File: src/rtl/issue_pkg.sv
// Shared definitions for the dual-issue sequencer: opcodes, FSM states, NOP and decode helpers.
package issue_pkg;

    localparam int DATA_W = 32;

    localparam logic [6:0] OP_LUI    = 7'b0110111;
    localparam logic [6:0] OP_AUIPC  = 7'b0010111;
    localparam logic [6:0] OP_JAL    = 7'b1101111;
    localparam logic [6:0] OP_REG    = 7'b0110011;
    localparam logic [6:0] OP_STORE  = 7'b0100011;
    localparam logic [6:0] OP_BRANCH = 7'b1100011;

    localparam logic [DATA_W-1:0] NOP = 32'h0000_0013;

    typedef enum logic {
        READY = 1'b0,
        SPLIT = 1'b1
    } state_t;

    // Stores and branches have no destination register.
    function automatic logic writes_rd(input logic [6:0] op);
        return !((op == OP_STORE) || (op == OP_BRANCH));
    endfunction

    // LUI, AUIPC and JAL take no rs1 operand.
    function automatic logic uses_rs1(input logic [6:0] op);
        return !((op == OP_LUI) || (op == OP_AUIPC) || (op == OP_JAL));
    endfunction

    // Only register-register ops, stores and branches read rs2.
    function automatic logic uses_rs2(input logic [6:0] op);
        return (op == OP_REG) || (op == OP_STORE) || (op == OP_BRANCH);
    endfunction

endpackage

File: src/rtl/hazard_check.sv
// Combinational RAW/WAW detection between the older and younger instruction of a pair.
module hazard_check
    import issue_pkg::*;
(
    input  logic [DATA_W-1:0] instr0,
    input  logic [DATA_W-1:0] instr1,
    output logic              hazard
);

    logic [6:0] op0;
    logic [6:0] op1;
    logic [4:0] rd0;
    logic [4:0] rd1;
    logic [4:0] rs1_1;
    logic [4:0] rs2_1;

    assign op0   = instr0[6:0];
    assign op1   = instr1[6:0];
    assign rd0   = instr0[11:7];
    assign rd1   = instr1[11:7];
    assign rs1_1 = instr1[19:15];
    assign rs2_1 = instr1[24:20];

    // x0 is never a real producer, so a zero rd0 masks every match.
    always_comb begin
        hazard = 1'b0;
        if (writes_rd(op0) && (rd0 != 5'd0)) begin
            if (uses_rs1(op1) && (rs1_1 == rd0)) hazard = 1'b1;
            if (uses_rs2(op1) && (rs2_1 == rd0)) hazard = 1'b1;
            if (writes_rd(op1) && (rd1 == rd0))  hazard = 1'b1;
        end
    end

endmodule

File: src/rtl/issue_sequencer.sv
// Dual-issue sequencer: issues an instruction pair to two datapaths, splitting dependent pairs over two cycles.
module issue_sequencer
    import issue_pkg::*;
(
    input  logic              clk,
    input  logic              n_rst,
    input  logic              in_valid,
    output logic              in_ready,
    input  logic [DATA_W-1:0] instr0,
    input  logic [DATA_W-1:0] instr1,
    input  logic              instr1_valid,
    input  logic              stall,
    output logic              dp1_en,
    output logic              dp2_en,
    output logic [DATA_W-1:0] dp1_instr,
    output logic [DATA_W-1:0] dp2_instr,
    output logic [15:0]       issue_count,
    output logic [7:0]        split_count
);

    state_t            state;
    state_t            state_nxt;
    logic              hazard;
    logic              accept;
    logic              dp1_en_nxt;
    logic              dp2_en_nxt;
    logic [DATA_W-1:0] dp1_instr_nxt;
    logic [DATA_W-1:0] dp2_instr_nxt;
    logic [DATA_W-1:0] held_instr;
    logic [DATA_W-1:0] held_instr_nxt;
    logic              split_inc;

    function automatic logic [7:0] sat_inc8(input logic [7:0] v);
        return (v == 8'hFF) ? v : v + 8'd1;
    endfunction

    hazard_check u_hazard_check (
        .instr0 (instr0),
        .instr1 (instr1),
        .hazard (hazard)
    );

    // Next-state and next-issue decode; outputs hold their last instruction when nothing issues.
    always_comb begin
        state_nxt      = state;
        in_ready       = n_rst && (state == READY) && !stall;
        accept         = in_valid && in_ready;
        dp1_en_nxt     = 1'b0;
        dp2_en_nxt     = 1'b0;
        dp1_instr_nxt  = dp1_instr;
        dp2_instr_nxt  = dp2_instr;
        held_instr_nxt = held_instr;
        split_inc      = 1'b0;
        case (state)
            READY: begin
                if (accept) begin
                    dp1_en_nxt    = 1'b1;
                    dp1_instr_nxt = instr0;
                    if (instr1_valid) begin
                        if (hazard) begin
                            held_instr_nxt = instr1;
                            split_inc      = 1'b1;
                            state_nxt      = SPLIT;
                        end else begin
                            dp2_en_nxt    = 1'b1;
                            dp2_instr_nxt = instr1;
                        end
                    end
                end
            end
            SPLIT: begin
                if (!stall) begin
                    dp2_en_nxt    = 1'b1;
                    dp2_instr_nxt = held_instr;
                    state_nxt     = READY;
                end
            end
            default: state_nxt = READY;
        endcase
    end

    // State, issue registers and counters; reset drops any pending second half.
    always_ff @(posedge clk or negedge n_rst) begin
        if (!n_rst) begin
            state       <= READY;
            dp1_en      <= 1'b0;
            dp2_en      <= 1'b0;
            dp1_instr   <= NOP;
            dp2_instr   <= NOP;
            held_instr  <= '0;
            issue_count <= '0;
            split_count <= '0;
        end else begin
            state       <= state_nxt;
            dp1_en      <= dp1_en_nxt;
            dp2_en      <= dp2_en_nxt;
            dp1_instr   <= dp1_instr_nxt;
            dp2_instr   <= dp2_instr_nxt;
            held_instr  <= held_instr_nxt;
            issue_count <= issue_count + {15'd0, dp1_en_nxt} + {15'd0, dp2_en_nxt};
            if (split_inc) split_count <= sat_inc8(split_count);
        end
    end

endmodule

File: config.mk
export PLATFORM = sky130hd
export DESIGN_NAME = issue_sequencer
export DESIGN_NICKNAME = d
export VERILOG_FILES = /design/src/rtl/issue_pkg.sv /design/src/rtl/hazard_check.sv /design/src/rtl/issue_sequencer.sv
export SDC_FILE = /design/constraint.sdc
export NUM_CORES = 1
export LEC_CHECK = 0
export ABC_AREA = 0
export BUFFER_PORTS_ARGS = -buffer_cell sky130_fd_sc_hd__buf_2
export CAP_MARGIN = 10
export CORE_ASPECT_RATIO = 1.75
export CORE_MARGIN = 2
export CORE_UTILIZATION = 45
export CTS_CLUSTER_SIZE = 10
export DETAILED_ROUTE_END_ITERATION = 8
export PLACE_DENSITY = 0.73
export SKIP_CTS_REPAIR_TIMING = 1
export SYNTH_ARGS = -nofsm -noshare
export SYNTH_HDL_FRONTEND = slang
export SYNTH_SLANG_ARGS = --single-unit
File: constraint.sdc
create_clock -name clk -period 2.85 [get_ports clk]
set_input_delay 0 -clock clk [delete_from_list [all_inputs] [get_ports clk]]
set_output_delay 0 -clock clk [all_outputs]
set_load 0.02 [all_outputs]
==> qor.yml, run 1 <==
sta:
  tightest_slew_ns: 0.929
  hold_viol_final: 0
  skew_ns: 0.00402
  tns_ns: 0
  rsz0062_at_grt: "no"
  fin_crit_sh: 0.928
  final.min_clock_period_ns: 2.65
  maxSlewHeadroom: 0.380
  fmax_mhz: 378
  setup_violations: 0
  finalMaxSlewViolations: 0
worst_setup_path:
  crit_path_end_kind: "register"
  max_stage_delay_ns: 0.54
  slowest_stage: "dlygate4sd3_1"
  critPathKind: "input port to register"
  cp-start-kind: "input port"
  crit_family: "compound AO/OA/AOI/OAI gates"
  crit_chain: "dlygate4sd3_1 -> buf_2 -> xor2_1 -> a2111oi_2 -> nor3_4 -> a31oi_4 -> o21ai_0 -> fa_1 -> ha_1 -> nand3_1 -> nor2_1 -> nand2_1 -> xnor2_1"
  worstPathMaxFanout: 10
  crit_arrival_ns: 2.98
  critPathBufInv: 2
  worstPathRequired_ns: 3.18
floorplan:
  initial_core_util: 0.461
  core.rowCount: 54
  die-area_sq_mm: 0.0137
  io-pin-count: 160
  die_x_um: 89.3
  chipHeight_um: 153
  coreArea_sq_mm: 0.0124
grt:
  overflow: 0
  grt_max_degree: 72
  grt_antenna_before_repair: 1
  gr-usage-all-layers: 0.226
  grt_pass1_wl_um: 23700
  grt_pass1_vias: 4695
drt:
  drtPass1Iterations: 5
  wl_um: 16300
  avgViaCountPerCell: 5.42
  wire_per_inst_um: 18.9
  drt_iter0_drc: 229
  drc: 0
  ant_nets: 0
  routed-via-count: 4658
clock_tree:
  cts_root_buf: "clkbuf_16"
  clk_pin_slew_worst_paths_ns: 0.05
  cts_sinks: 123
  cts_inserted_buffers: 17
  clockBufferDepth: 2
  cts_tree: "yes"
  clkLatencyLatePin_ns: 0.41
  htree_levels: 4
synth:
  synth.avg_cell_area_sq_um: 12.8
  netlist_area_sq_mm: 0.00573
  syn_inst: 449
  seq_area_frac_synth: 0.539
  ys.flop_type: "dfrtp_1"
  yosysUniqueCellTypes: 43
  synth_warnings: 0
  synth_seq_cells: 123
  async_flop_share: 1.00
  syn_nets: 521
  synth_edf_count: 0
placement:
  portBuffers: 159
  gp_routability_congestion: 0.782
  dp_hpwl_um: 10300
final_layout:
  drive_gt1_frac: 0.368
  syn_to_final_growth_pct: 39.7
  finish.utilization: 0.643
  fin_nets: 750
outcome:
  status: "finished, final reports clean"
power:
  ir_drop_v: 0.000491
  p_per_area_mw_per_mm2: 828
  leakage_nw: 3.82
min_path:
  hp-class: "input port to register"
flow_run:
  maxCapViolCount: 0
==> per-layer routing <==
metal  global-route usage  routed length (um)  vias to the layer above
li1                     -                   -                     2101
met1                0.243                6180                     2346
met2                0.402                8700                      164
met3               0.0513                 739                       47
met4                0.105                 649                        0
met5                    0                   0                        -
==> sequential cells by signal (all words and copies together) (netlist names) <==
register / flops
dp2_instr: 32
dp1_en: 1
state: 1
dp1_instr: 32
dp2_en: 1
issue_count: 16
held_instr: 32
split_count: 8
==> report_power, final <==
part	internal (mW)	leakage (nW)	total, mW	switching [mW]
Clock	1.56	0.301	2.34	0.780
Sequential	2.16	1.54	2.51	0.348
Combinational	0.782	1.98	1.78	1.00
Total	4.50	3.82	6.63	2.13
==> synth_stat cells, types with 4 or more instances <==
master,number,area share
xor2_1,17,0.026
clkbuf_1,9,0.0059
mux2i_1,32,0.056
dfrtp_1,117,0.51
buf_2,5,0.0044
nor2_1,41,0.027
mux2_1,29,0.057
and3_1,5,0.0055
xnor2_1,17,0.026
nand2_1,13,0.0085
mux2_2,38,0.075
nor4_1,4,0.0044
buf_1,4,0.0026
nor4b_1,4,0.0061
o221a_1,30,0.059
dfstp_2,6,0.028
buf_6,6,0.012
a21oi_1,32,0.028
nand3_1,12,0.010
==> layout make-up <==
class                           count  area, sq um
Inverter                            1         3.75
Multi-Input combinational cell    300         2510
Antenna cell                        1         2.50
Fill cell                        1001         4430
Clock inverter                     10          163
Tap cell                          168          210
Sequential cell                   123         3090
Timing Repair Buffer              235         1540
Clock buffer                       22          484
==> placed cells by master (no fill, tap or decap), types with 2 or more instances in the layout <==
cell and count:
buf_4 11, clkinvlp_4 5, clkbuf_16 17, dlygate4sd3_1 65, buf_2 158, nand4_1 2
or3b_1 2, ha_1 2, mux2_1 29, nand3_1 12, nand2_1 13, xnor2_1 17
nor4_1 4, o221a_2 2, xor2_1 17, mux2_2 38, nor4b_1 4, dfstp_2 6
and3_1 5, dfrtp_1 117, mux2i_1 32, o221a_1 30, clkbuf_8 4, nor2_1 41
bufinv_16 4, a21oi_1 32
==> stage by stage <==
step | hold slack (ns) | power, mW | instance area, sq um | cells | setup WS [ns]
after floorplan | -0.296 | 3.56 | 5730 | 449 | 0.102
after global placement | 0.195 | 4.14 | 6690 | 762 | 0.164
after detailed placement | 0.203 | 4.23 | 6690 | 762 | 0.0709
after CTS | -0.229 | 6.59 | 7340 | 794 | 0.0802
after global routing | 0.0494 | 6.94 | 8000 | 860 | 0.00111
final | 0.0368 | 6.63 | 8000 | 860 | 0.204
==> worst register-to-register path, delay by kind of cell (launching register included) <==
family | cells | cell delay, ns
fa+ha+maj | 2 | 0.53
compound gates | 2 | 0.20
flops | 1 | 0.40
xor+xnor | 1 | 0.13
simple gates | 6 | 1.24
==> path summary, 6_finish.rpt <==
check	cells after the start	startpoint	to	slack, ns
max	13	instr1[20]	issue_count[12]	0.20
min	3	instr1_valid	dp2_en	0.04
max reg2reg	11	state	issue_count[12]	0.23
min reg2reg	1	issue_count[15]	issue_count[15]	0.47
max in group asynchronous	4	n_rst	held_instr[12]	1.15
min in group asynchronous	3	n_rst	dp2_instr[30]	0.31
==> cells by family (layout without fill, tap and decap cells) <==
family                   after synthesis  count (layout)  share of synthesized area
buffers and inverters                 26             268                     0.0267
other                                  0               1                          0
XOR/XNOR                              34              34                     0.0520
flip-flops                           123             123                      0.539
multiplexers                          99              99                      0.188
AO/OA/AOI/OAI                         71              71                      0.102
AND/OR/NAND/NOR                       93              93                     0.0844
adder cells (fa/ha/maj)                3               3                    0.00787
(Power assumes the default switching activity.)
==> inputs of run 2 (changes only) <==
- CORE_MARGIN: 2 -> 1
- CTS_CLUSTER_SIZE: 10 -> 20
- REMOVE_ABC_BUFFERS: unset -> 1
==> qor.yml, run 2 (synthesized netlist as in run 1, its figures left out) <==
outcome:
  status: "finished with violations"
  violations: "negative hold slack"
sta:
  setup_violations: 0
  hold_viol_final: 1
  finalMaxSlewViolations: 0
  skew_ns: 0.0145
  final.min_clock_period_ns: 2.67
  fin_crit_sh: 0.937
  maxSlewHeadroom: 0.460
  fin_hold_ws_ns: -0.00115
  fmax_mhz: 375
  tightest_slew_ns: 0.810
  tns_ns: 0
flow_run:
  maxCapViolCount: 0
floorplan:
  core.rowCount: 54
  coreArea_sq_mm: 0.0124
  initial_core_util: 0.461
  chipHeight_um: 151
  die_x_um: 87.3
  io-pin-count: 160
  die-area_sq_mm: 0.0132
final_layout:
  fin_nets: 751
  largestRegisters: "dp1_instr: 32 flops, dp2_instr: 32 flops, held_instr: 32 flops"
  syn_to_final_growth_pct: 39.5
  finish.utilization: 0.643
  final_common_cell: "buf_2"
  n_antenna_cell: 0
  fill_cells: 988
  drive_gt1_frac: 0.376
  layout_common_cells: "buf_2 (158), dfrtp_1 (117), dlygate4sd3_1 (64)"
  stdcell_count: 860
power:
  p_total_mw: 6.57
  p_per_area_mw_per_mm2: 823
  leakage_nw: 3.82
  ir_drop_v: 0.000580
placement:
  dp_hpwl_um: 10300
  post-place-cells: 764
  gp_routability_congestion: 0.811
  portBuffers: 159
clock_tree:
  cts_inserted_buffers: 17
  clkLatencyLatePin_ns: 0.41
  cts_tree: "yes"
  clk_pin_slew_worst_paths_ns: 0.05
  htree_levels: 4
  cts_root_buf: "clkbuf_16"
  clockBufferDepth: 2
  cts_sinks: 123
worst_setup_path:
  worstPathRequired_ns: 3.15
  crit_arrival_ns: 2.96
  critPathKind: "input port to register"
  cp-start-kind: "input port"
  crit_path_end_kind: "register"
  worstPathMaxFanout: 10
drt:
  wl_um: 15900
  ant_nets: 0
  avgViaCountPerCell: 5.39
  drtPass1Iterations: 4
  routed-via-count: 4639
  wire_per_inst_um: 18.4
  drt_iter0_drc: 138
  drc: 0
grt:
  gr-usage-all-layers: 0.233
  grt_pass1_wl_um: 23100
  grt_antenna_before_repair: 0
  grt_max_degree: 64
  grt_pass1_vias: 4622
  overflow: 0
min_path:
  hp-class: "input port to register"
-- run 2: per-layer routing --
metal	track usage	wire length [um]	up-vias
met5	0	0	-
met4	0.120	553	0
met3	0.0501	691	34
met2	0.411	8490	157
met1	0.258	6120	2339
li1	-	-	2109
-- run 2: area by class of cell --
type | instances | area, sq um | area share
sequential | 123 | 3090 | 0.386
tap | 168 | 210 | 0.0263
clock inverter | 14 | 195 | 0.0244
multi-input combinational | 300 | 2520 | 0.315
inverter | 1 | 3.75 | 0.000470
timing repair buffer | 236 | 1540 | 0.192
clock buffer | 18 | 439 | 0.0550
-- run 2: final timing paths --
check / slack, ns / from / cells after the start / to
worst min register to register: 0.48 / held_instr[18] / 1 / held_instr[18]
min in group asynchronous: 0.32 / n_rst / 3 / dp2_en
max in group asynchronous: 1.21 / n_rst / 4 / dp2_instr[16]
worst min-delay path: -0.001 / instr0[7] / 2 / dp1_instr[7]
worst max-delay path: 0.18 / instr1[16] / 13 / issue_count[14]
worst max register to register: 0.22 / state / 11 / issue_count[14]
-- run 2: critical path, cell delays in order --
cell and delay, ns:
dlygate4sd3_1 0.53, buf_2 0.14, xor2_1 0.26, nor4_2 0.11
nor3_4 0.46, a31oi_4 0.13, o21ai_0 0.17, fa_2 0.31
ha_1 0.23, nand3_1 0.19, nor2_1 0.18, nand2_1 0.09
xnor2_1 0.13
-- run 2: stage by stage --
stage,worst slack [ns],area [sq um]
final,0.180,7990
after global placement,0.189,6710
after global routing,-0.0374,7990
after floorplan,-4.41,5580
after CTS,0.176,7340
after detailed placement,0.0728,6710
-- run 2: report_power, final --
group | switching, mW | leakage, nW | internal [mW]
clock network | 0.813 | 0.299 | 1.49
logic | 0.986 | 1.98 | 0.783
registers | 0.343 | 1.54 | 2.16
==> inputs of run 3 (changes only) <==
- CTS_BUF_LIST: unset -> sky130_fd_sc_hd__clkbuf_16
==> qor.yml, run 3 (synthesized netlist as in run 1, its figures left out) <==
flow_run:
  maxCapViolCount: 0
final_layout:
  multi_input_area_sq_mm: 0.00252
  fin_nets: 752
  fill_cells: 991
  layout_common_cells: "buf_2 (158), dfrtp_1 (117), dlygate4sd3_1 (65)"
  largestRegisters: "dp1_instr: 32 flops, dp2_instr: 32 flops, held_instr: 32 flops"
  drive_gt1_frac: 0.374
  final_common_cell: "buf_2"
  syn_to_final_growth_pct: 39.5
  finish.utilization: 0.643
  regArea_sq_mm: 0.00309
  n_antenna_cell: 0
floorplan:
  initial_core_util: 0.461
  io-pin-count: 160
  core.rowCount: 54
  chipHeight_um: 151
  die_x_um: 87.3
  coreArea_sq_mm: 0.0124
  die-area_sq_mm: 0.0132
min_path:
  hp-class: "input port to register"
  holdPathStages: 3
drt:
  avgViaCountPerCell: 5.41
  drt_iter0_drc: 152
  ant_nets: 0
  routed-via-count: 4659
  wire_per_inst_um: 18.4
  wl_um: 15800
  drtPass1Iterations: 4
  drc: 0
placement:
  gp_routability_congestion: 0.811
  dp_hpwl_um: 10300
  portBuffers: 159
  dp_slack_ns: 0.0728
grt:
  grt_pass1_vias: 4610
  grt_pass1_wl_um: 23200
  grt_max_degree: 64
  gr-usage-all-layers: 0.233
  overflow: 0
  grt_antenna_before_repair: 0
sta:
  setup_violations: 0
  finalMaxSlewViolations: 0
  final.min_clock_period_ns: 2.68
  fin_crit_sh: 0.941
  fmax_mhz: 373
  setup_ws_ns: 0.169
  hold_viol_final: 0
  maxSlewHeadroom: 0.468
  tightest_slew_ns: 0.799
  skew_ns: 0.00787
  tns_ns: 0
  fin_hold_ws_ns: 0.0112
power:
  leakage_nw: 3.82
  p_per_area_mw_per_mm2: 820
  ir_drop_v: 0.000579
  p_total_mw: 6.55
clock_tree:
  cts_root_buf: "clkbuf_16"
  cts_sinks: 123
  cts_tree: "yes"
  htree_levels: 4
  clockBufferDepth: 2
  clk_pin_slew_worst_paths_ns: 0.06
  cts_inserted_buffers: 17
  clkLatencyLatePin_ns: 0.42
worst_setup_path:
  worstPathRequired_ns: 3.15
  critPathKind: "input port to register"
  worstPathMaxFanout: 10
  cp-start-kind: "input port"
  rrSetupSlack_ns: 0.20
  crit_path_end_kind: "register"
  reg2regPathDepth: 11
  crit_arrival_ns: 2.98
outcome:
  status: "finished, final reports clean"
## run 3: layer usage
| layer | up-vias | wire length [um] | GRT usage |
|---|---|---|---|
| li1 | 2109 | - | - |
| met1 | 2342 | 5940 | 0.258 |
| met2 | 177 | 8590 | 0.420 |
| met3 | 31 | 799 | 0.0529 |
| met4 | 0 | 500 | 0.101 |
| met5 | - | 0 | 0 |
## run 3: area by class of cell
type                            count  share of cell area
Sequential cell                   123               0.386
Multi-Input combinational cell    300               0.315
Timing Repair Buffer              237               0.194
Clock buffer                       17              0.0532
Tap cell                          168              0.0263
Clock inverter                     15              0.0249
Inverter                            1            0.000470
## run 3: where the power goes
part / switching (mW) / internal [mW]
Clock: 0.816 / 1.46
Combinational: 0.985 / 0.784
Sequential: 0.343 / 2.16
Total: 2.14 / 4.41
## run 3: final timing paths
path / startpoint / endpoint
min in group asynchronous: n_rst / dp1_instr[7]
hold reg to reg: held_instr[18] / held_instr[18]
setup / recovery: instr1[16] / issue_count[12]
hold / removal: instr1_valid / dp2_en
setup reg to reg: state / issue_count[12]
max in group asynchronous: n_rst / dp2_instr[16]
## run 3: metrics by stage
stage	instance area, sq um	cells
2_1_floorplan	5580	424
3_3_place_gp	6710	764
3_5_place_dp	6710	764
4_1_cts	7330	796
5_1_grt	7990	861
6_report	7990	861
## run 3: worst max-delay path: stages
cell and delay (ns):
dlygate4sd3_1 0.53, buf_2 0.14, xor2_1 0.26, nor4_2 0.11, nor3_4 0.46, a31oi_4 0.13
o21ai_0 0.18, fa_2 0.31, ha_1 0.23, nand3_1 0.20, nor2_1 0.19, nand2_1 0.08
xnor2_1 0.14
